--- src/rtl/dmem_arbiter.sv ---
// Data-memory arbiter: the core always has priority; a single host request is
// latched, issued on the first core-idle cycle, and read data returned one cycle later.
module dmem_arbiter #(
  parameter int XLEN         = 32,
  parameter int STARVE_LIMIT = 16
) (
  input  logic            i_clk,
  input  logic            i_rst,
  input  logic            i_core_req,
  output logic            o_core_gnt,
  input  logic [XLEN-1:0] i_core_addr,
  input  logic [XLEN-1:0] i_core_wr_data,
  input  logic [3:0]      i_core_size,
  input  logic            i_core_read,
  input  logic            i_core_write,
  output logic [XLEN-1:0] o_core_rd_data,
  input  logic            i_host_valid,
  output logic            o_host_ready,
  input  logic [XLEN-1:0] i_host_addr,
  input  logic [XLEN-1:0] i_host_wr_data,
  input  logic [3:0]      i_host_size,
  input  logic            i_host_write,
  output logic            o_host_rd_valid,
  output logic [XLEN-1:0] o_host_rd_data,
  output logic            o_host_starved,
  output logic [XLEN-1:0] o_mem_addr,
  output logic [XLEN-1:0] o_mem_wr_data,
  output logic [3:0]      o_mem_size,
  output logic            o_mem_read,
  output logic            o_mem_write,
  input  logic [XLEN-1:0] i_mem_rd_data
);

  // state | meaning
  // IDLE  | ready to accept a host request
  // PEND  | host request latched, waiting for a core-idle cycle
  // RESP  | host read data on i_mem_rd_data this cycle
  typedef enum logic [1:0] {IDLE, PEND, RESP} state_t;

  state_t          state, state_nxt;
  logic [XLEN-1:0] req_addr, req_wr_data;
  logic [3:0]      req_size;
  logic            req_write;
  logic [7:0]      wait_cnt;
  logic            host_issue;

  assign host_issue = (state == PEND) && !i_core_req;

  always_ff @(posedge i_clk or posedge i_rst) begin
    if (i_rst) state <= IDLE;
    else       state <= state_nxt;
  end

  always_comb begin
    state_nxt = state;
    case (state)
      IDLE:    if (i_host_valid) state_nxt = PEND;
      PEND:    if (!i_core_req)  state_nxt = req_write ? IDLE : RESP;
      RESP:    state_nxt = IDLE;
      default: state_nxt = IDLE;
    endcase
  end

  always_ff @(posedge i_clk or posedge i_rst) begin
    if (i_rst) begin
      req_addr    <= '0;
      req_wr_data <= '0;
      req_size    <= '0;
      req_write   <= 1'b0;
    end else if (state == IDLE && i_host_valid) begin
      req_addr    <= i_host_addr;
      req_wr_data <= i_host_wr_data;
      req_size    <= i_host_size;
      req_write   <= i_host_write;
    end
  end

  // Counts core-blocked PEND cycles; saturates so the starved flag never drops.
  always_ff @(posedge i_clk or posedge i_rst) begin
    if (i_rst)                         wait_cnt <= '0;
    else if (state != PEND || host_issue) wait_cnt <= '0;
    else if (wait_cnt != 8'hFF)        wait_cnt <= wait_cnt + 8'd1;
  end

  always_comb begin
    o_mem_addr    = '0;
    o_mem_wr_data = '0;
    o_mem_size    = '0;
    o_mem_read    = 1'b0;
    o_mem_write   = 1'b0;
    if (i_core_req) begin
      o_mem_addr    = i_core_addr;
      o_mem_wr_data = i_core_wr_data;
      o_mem_size    = i_core_size;
      o_mem_read    = i_core_read;
      o_mem_write   = i_core_write;
    end else if (host_issue) begin
      o_mem_addr    = req_addr;
      o_mem_wr_data = req_wr_data;
      o_mem_size    = req_size;
      o_mem_read    = !req_write;
      o_mem_write   = req_write;
    end
  end

  assign o_core_gnt      = i_core_req;
  assign o_core_rd_data  = i_mem_rd_data;
  assign o_host_ready    = (state == IDLE);
  assign o_host_rd_valid = (state == RESP);
  assign o_host_rd_data  = (state == RESP) ? i_mem_rd_data : '0;
  assign o_host_starved  = (state == PEND) && (wait_cnt >= 8'(STARVE_LIMIT));

endmodule

--- config.mk ---
export PLATFORM = sky130hd
export DESIGN_NAME = dmem_arbiter
export DESIGN_NICKNAME = d
export VERILOG_FILES = /design/src/rtl/dmem_arbiter.sv
export SDC_FILE = /design/constraint.sdc
export NUM_CORES = 1
export LEC_CHECK = 0
export BUFFER_PORTS_ARGS = -buffer_cell sky130_fd_sc_hd__buf_4
export CORE_AREA = 4 4 120 122
export CTS_CLUSTER_DIAMETER = 60
export DETAILED_ROUTE_END_ITERATION = 7
export DIE_AREA = 0 0 124 126
export PLACE_DENSITY = 0.63
export SKIP_CTS_REPAIR_TIMING = 1
export SKIP_LAST_GASP = 1
export SYNTH_ARGS = -nofsm -noshare
export SYNTH_HDL_FRONTEND = slang
export SYNTH_SLANG_ARGS = --single-unit
--- constraint.sdc ---
create_clock -name i_clk -period 2.6 [get_ports i_clk]
set_clock_uncertainty 0.05 [all_clocks]
set_input_delay 0 -clock i_clk [delete_from_list [all_inputs] [get_ports i_clk]]
set_output_delay 0 -clock i_clk [all_outputs]
set_load 0.02 [all_outputs]
# --- Yosys cells after proc, flatten, opt, wreduce, memory -nomap -nowiden ---
# Cells that the tools add are included.
# Widths: inputs -> output; s select.
word_totals:
  regBits: 79
  wordCells: 40
  input_bits: 175
  output_inout_bits: 138
classes:
  order_cmp: 1
  n_eq_ne: 6
  reduce_logical: 9
  n_mux: 17
  addsub: 1
op_table:
  columns: ["operator", "count"]
  rows:
  - ["$mux 32", 5]
  - ["$mux 8", 2]
  - ["$add 8x1->8 const B", 1]
  - ["$ge 8x5->1 const B", 1]
  - ["$mux 4", 2]
  - ["$ne 8x8->1 const B", 1]
  - ["$mux 2", 3]
  - ["$mux 1", 4]
  - ["$ne 2x2->1 const B", 2]
  - ["$pmux 2 s2", 1]
  - ["$logic_and 1x1->1", 3]
  - ["$eq 2x1->1 const B", 1]
  - ["$eq 2x2->1 const B", 1]
  - ["$logic_not 1->1", 2]
  - ["$logic_not 2->1", 1]
  - ["$ne 2x1->1 const B", 1]
  - ["$reduce_and 2->1", 1]
  - ["$reduce_bool 2->1", 1]
  - ["$logic_or 1x1->1", 1]

# --- Longest topological paths before layout ---
# Gate-level depths: netlist (run 1).
depth:
  word_depth: 4
  ltp_mapped: 5
  ltp_nobuf: 4

# --- Least setup slack after synthesis (run 1) ---
# OpenSTA, ideal clock, no wires.
synth_timing:
  path_type: "flip-flop to flip-flop"
  start: "register state[0]"
  end: "register req_addr[0]"
  path_stages_with_launch: 6
  setup_ps: 127
  synth_period_minus_slack_ps: 1689
  t_arrival_ps: 1512
  required_time_ps: 2423
  path_slack_ps: 911
  path_cell_list: "dfrtp_1 nor2_1 and2_1 buf_4 buf_6 mux2_1"
synth_between:
  elab_chain_cells: 2
synth_lines:
  columns: ["element", "line", "source"]
  rows:
  - ["start: declaration", "40", "state_t state, state_nxt;"]
  - ["start signal: assignment", "51", "else state <= state_nxt;"]
  - ["$logic_not 2->1", null, null]
  - ["named net o_host_ready", "18", "output logic o_host_ready,"]
  - ["$logic_and 1x1->1", "70", "end else if (state == IDLE && i_host_valid) begin"]
  - ["end signal: assignment", "71", "req_addr <= i_host_addr;"]
  - ["end: declaration", "41", "logic [XLEN-1:0] req_addr, req_wr_data;"]
# The timed path passes the listed nets, and every way through them passes these cells.
# A chain may end at the register's enable or synchronous reset.

# --- Worst setup path in the final report (run 1) ---
layout_timing:
  start: "register state[0]"
  end: "register req_addr[19]"
layout_between:
  elab_chain_cells: 2
layout_lines:
  columns: ["element", "line"]
  rows:
  - ["$logic_not 2->1", "70"]
  - ["$logic_and 1x1->1", "70"]
# Every way passes these cells.

==> impl_metrics.tcl, run 1 <==
set metrics [dict create \
    status "finished clean" \
    holdCritStartpoint "i_mem_rd_data[17]" \
    fin_crit_sh 0.721 \
    path_cells "nor2_1 > and2_4 > buf_4 > mux2_1" \
    die_w_um 124 \
    dp_slack_ns 0.718 \
    cts_tree "built" \
    cts_root_buf "clkbuf_16" \
    start_kind "register" \
    syn_inst 358 \
    timing.setup.tns_ns 0 \
    dp_cells 794 \
    initial_core_util 0.324 \
    cp_slowest_stage_delay_ns 0.42 \
    fillCellCount 1143 \
    ys_ff_latch 79 \
    synthToLayoutAreaGrowth_pct 75.6 \
    grt_usage 0.194 \
    setup_viol 0 \
    wirelength_um 16600 \
    p_leak_nw 3.69 \
    wl_per_cell_um 18.9 \
    syn_avg_cell_area_sq_um 11.9 \
    slew_violations 0 \
    cp-startpoint "state[0]" \
    min_path_cells 2 \
    antenna_cells 0 \
    grt_pass1_vias 4165 \
    synth.cell_area_sq_mm 0.00428 \
    arrival_ns 2.03 \
    overflow 0 \
    yosys_warnings 0 \
    cts_num_sinks 79 \
    clockBufferDepth 2 \
    fmax_mhz 533 \
    ioPinCount 313 \
    worstHoldPathType "input pin to output pin" \
    synth_top_flop_cell "dfrtp_1" \
    die-area_sq_mm 0.0156 \
    antenna_found_initial 0 \
    crit_fanout 23 \
    grt_max_degree 42 \
    fp.dieH_um 126 \
    num_vias 4266 \
    grt_pass1_wl_um 23300 \
    portBuffers 312 \
    avgViaCountPerCell 4.85 \
    yosysTopAreaCell "dfrtp_1" \
    synth_edf_count 0 \
    postRouteAntennaNets 0 \
    hpwl_um 12700 \
    worstSkewPairLatency_ns 0.33 \
    power_per_cell_area_mw_per_mm2 764 \
    cp.required_ns 2.76 \
    crit_family "simple AND/OR/NAND/NOR gates" \
    cts_inserted_buffers 9 \
    slew_headroom 0.524 \
    gp_congestion 0.796 \
    rsz0062_at_grt "no" \
    firstDrtPassIters 4 \
    yosysSeqAreaShare 0.462 \
    drcViolationCount 0 \
    drive_gt1_frac 0.482 \
    path_buf_inv 1 \
    htreeDepth 3 \
    r2r-start "state[0]" \
    crit_path_top_delay_cell "dfrtp_1" \
    period_minus_slack_ns 1.88 \
    syn_nets 535 \
    crit_cells 4 \
    reg2reg_depth 4 \
    tightest_slew_ns 0.713 \
    nets 876 \
    final_cells 880 \
    cts.clk_slew.worst_paths_ns 0.07 \
    critical_path_class "register to register" \
    endpoint_kind "register" \
    synth_cell_types 34 \
    rows 42 \
    setup_ws_ns 0.724 \
    async_flop_share 1.00 \
    drt_iter0_drc 125 \
    finish.utilization 0.569 \
    core_sq_mm 0.0132 \
    synthTopCellsByArea "dfrtp_1 46%, mux2_1 18%, a22o_1 14%" \
    ir_drop_uv 403 \
    drv_cap 0 \
    yosys.area.top_type_share 0.462 \
    hold_violations 0 \
]
[state kept, by name, indices dropped and copies added, names as in the netlist]
name	count
req_addr	32
req_size	4
req_wr_data	32
req_write	1
state	2
wait_cnt	8
[worst paths after layout]
check,end,slack [ns]
setup / recovery,req_addr[19],0.72
hold / removal,o_core_rd_data[17],0.16
setup reg to reg,req_addr[19],0.72
hold reg to reg,req_addr[5],0.43
max in group asynchronous,req_size[1],1.48
min in group asynchronous,req_wr_data[30],0.28
[per-stage QoR]
stage	power [mW]	hold slack (ns)	instance area, sq um
final	5.73	0.156	7510
after global routing	6.06	0.159	7510
after CTS	5.71	-0.264	6810
after detailed placement	4.40	0.0842	6500
after global placement	4.32	0.0816	6500
after floorplan	3.43	0.0626	4280
[worst reg2reg max path: cells and delay by family (launching register included)]
| kind | cells | cell delay (ns) |
|---|---|---|
| multiplexers | 1 | 0.36 |
| flip-flops | 1 | 0.42 |
| AND/OR/NAND/NOR | 2 | 0.57 |
| buffers and inverters | 1 | 0.35 |
[area by class of cell]
class	instances	area, sq um	share of cell area
flip-flops and latches	79	1980	0.263
inverters	5	20.0	0.00267
repair buffers	390	3120	0.415
multi-input cells	214	1870	0.249
well taps	176	220	0.0293
clock inverters	7	80.1	0.0107
clock buffers	9	225	0.0300
[Yosys cell counts (all sizes together) (3+ instances only)]
cell / count
inv: 5
buf: 48
a22o: 69
nor3: 4
dfrtp: 79
nand3: 3
nor2: 3
nand2: 6
clkbuf: 12
and2: 33
mux2: 69
[power by group]
part	internal, mW	switching [mW]
registers	1.79	0.368
clock network	0.755	0.528
logic	1.17	1.12
[placed cells by master (no fill, tap or decap), types with 2 or more instances in the layout]
cell	count
buf_4	319
mux2_1	69
inv_1	4
nor2_1	2
and2_1	32
clkbuf_16	9
clkinv_2	2
a22o_1	69
mux2i_1	2
nand2b_1	2
o21ai_0	2
ha_1	2
dlygate4sd3_1	70
a31oi_1	2
a211oi_1	2
clkinv_4	2
nand3_1	3
nor3_1	4
nand2_1	6
a21oi_1	2
dfrtp_1	79
[routing by layer]
layer | routed length (um) | track usage | vias to the layer above | part of all wire
met5 | 0 | 0 | - | 0
met4 | 174 | 0.0457 | 0 | 0.010
met3 | 1560 | 0.0565 | 16 | 0.094
met2 | 9200 | 0.369 | 204 | 0.55
met1 | 5710 | 0.207 | 2087 | 0.34
li1 | - | - | 1959 | -
[cell families after synthesis]
| kind of cell | count (synthesis) | synth area share |
|---|---|---|
| and+or+nand+nor | 60 | 0.0837 |
| adders and majority gates | 2 | 0.00585 |
| AOI/OAI and AO/OA | 81 | 0.160 |
| DFF | 79 | 0.462 |
| muxes | 71 | 0.186 |
| buffers and inverters | 65 | 0.102 |
(Power assumes the default switching activity.)
==> run 2: changes to the inputs <==
- PLACE_DENSITY: 0.63 -> 0.65
- clock period: 2.6 -> 1.51 ns (I/O delays scaled with it)
==> run 2 against run 1 <==
- combinational power increased by 150%
- register-to-register slack got worse by 0.86 ns
- first-iteration DRC count shrank 16%
- clock power up 69%
- worst setup slack lost 0.98 ns
- the run now ends with setup timing left
- largest cell class unchanged
- wire length up 8.6%
- largest power group unchanged
==> impl_metrics.tcl, run 2 (synthesis gave the netlist of run 1 again) <==
set metrics [dict create \
    status "finished with violations" \
    violations "setup timing" \
    core_sq_mm 0.0132 \
    portBuffers 312 \
    num_vias 4519 \
    gp_congestion 0.802 \
    overflow 0 \
    min_path_cells 4 \
    postRouteAntennaNets 0 \
    tightest_slew_ns 0.598 \
    final_common_cell "buf_4" \
    ioPinCount 313 \
    reg2reg_setup_slack_ns -0.14 \
    grtUsageMet1 0.182 \
    layout_common_cells "303 x buf_4, 79 x dfrtp_1, 71 x dlygate4sd3_1" \
    nets 901 \
    cts.clk_slew.worst_paths_ns 0.06 \
    met2_usage 0.328 \
    clockBufferDepth 2 \
    grt_pass1_vias 4126 \
    fp.dieH_um 126 \
    endpoint_kind "output pin" \
    drcViolationCount 0 \
    power_per_cell_area_mw_per_mm2 1410 \
    drive_gt1_frac 0.587 \
    rows 42 \
    die-area_sq_mm 0.0156 \
    top_usage_layer "met2" \
    final_cells 905 \
    initial_core_util 0.324 \
    gr-usage-met3 0.0592 \
    fillCellCount 1042 \
    rsz0062_at_grt "yes" \
    die_w_um 124 \
    start_kind "register" \
    reg.largest.list "req_addr x32, req_wr_data x32, wait_cnt x8" \
    reg2reg_depth 6 \
    arrival_ns 1.72 \
    period_minus_slack_ns 1.77 \
    dp_cells 799 \
    finish.utilization 0.628 \
    total_power_mw 11.7 \
    setup_viol 171 \
    grt_usage 0.175 \
    timing.rr.end "req_wr_data[0]" \
    grt_max_degree 47 \
    worstHoldPathType "input pin to register" \
    hpwl_um 11500 \
    drv_cap 0 \
    r2r-start "state[1]" \
    holdCritStartpoint "i_core_req" \
    avgViaCountPerCell 4.99 \
    setup_ws_ns -0.256 \
    holdWs_ns 0.0588 \
    ir_drop_uv 743 \
    fin_crit_sh 1.17 \
    cts_num_sinks 79 \
    critical_path_class "register to output pin" \
    worstSkewPairLatency_ns 0.33 \
    wl_per_cell_um 20.0 \
    antenna_cells 0 \
    cp.required_ns 1.46 \
    drt_iter0_drc 105 \
    slew_violations 0 \
    cts_tree "built" \
    cts_root_buf "clkbuf_16" \
    multiInputGateArea_sq_mm 0.00215 \
    slew_headroom 0.602 \
    p_leak_nw 4.14 \
    crit_fanout 8 \
    hold_violations 0 \
    synthToLayoutAreaGrowth_pct 93.9 \
    cts_inserted_buffers 9 \
    grt_pass1_wl_um 21300 \
    wirelength_um 18100 \
    ff_latch_area_sq_mm 0.00198 \
    htreeDepth 3 \
    holdPathEnd "wait_cnt[7]" \
    fmax_mhz 566 \
    antenna_found_initial 0 \
    firstDrtPassIters 4 \
]
## run 2: cell count changes in the layout (fill, tap and decap cells not counted), sizes merged
cell / before / now
and2: 33 / 34
buf: 320 / 334
clkbuf: 9 / 22
clkinv: 4 / 1
clkinvlp: 1 / 2
dlygate4sd3: 70 / 71
inv: 6 / 4
## run 2: routing by layer
metal,up-vias,part of all wire
li1,2006,-
met1,2253,0.38
met2,236,0.51
met3,24,0.092
met4,0,0.019
met5,-,0
## run 2: metrics by stage
| step | instance area [sq um] | setup TNS (ns) | worst slack (ns) |
|---|---|---|---|
| final | 8290 | -23.08 | -0.256 |
| after global routing | 8290 | -31.83 | -0.311 |
| after CTS | 6890 | -22.17 | -0.327 |
| after detailed placement | 6600 | 0 | 0.0117 |
| after global placement | 6600 | 0 | 0.0689 |
| after floorplan | 4290 | 0 | 0.000773 |
## run 2: final cells by class
type,instances,share of cell area
timing repair buffer,414,0.438
multi-input combinational,215,0.259
sequential,79,0.238
clock buffer,13,0.0302
tap,176,0.0266
clock inverter,3,0.00513
inverter,5,0.00272
## run 2: worst max-delay path, cell delays in order, from the launching register on
cell       delay (ns)
dfrtp_1          0.40
buf_6            0.14
nand2b_4         0.07
nor2_4           0.12
buf_12           0.17
clkbuf_16        0.17
a22o_1           0.18
buf_6            0.13
## run 2: power breakdown
group          total [mW]  switching (mW)  internal [mW]  leakage (nW)
combinational        5.64            2.29           3.34          3.06
clock                2.16           0.836           1.33         0.140
sequential           3.86           0.761           3.10         0.941
total                11.7            3.89           7.76          4.14
## run 2: how the worst max path moves through the flow
stage / start / end / slack, ns / cells after the start
2_1_floorplan: state[1] / req_addr[0] / 0.0008 / 5
3_3_place_gp: state[1] / req_size[0] / 0.07 / 4
3_5_place_dp: state[1] / req_wr_data[8] / 0.01 / 4
4_1_cts: state[1] / o_mem_wr_data[30] / -0.33 / 5
5_1_grt: state[0] / o_mem_wr_data[6] / -0.31 / 7
6_report: state[0] / o_mem_wr_data[6] / -0.26 / 7
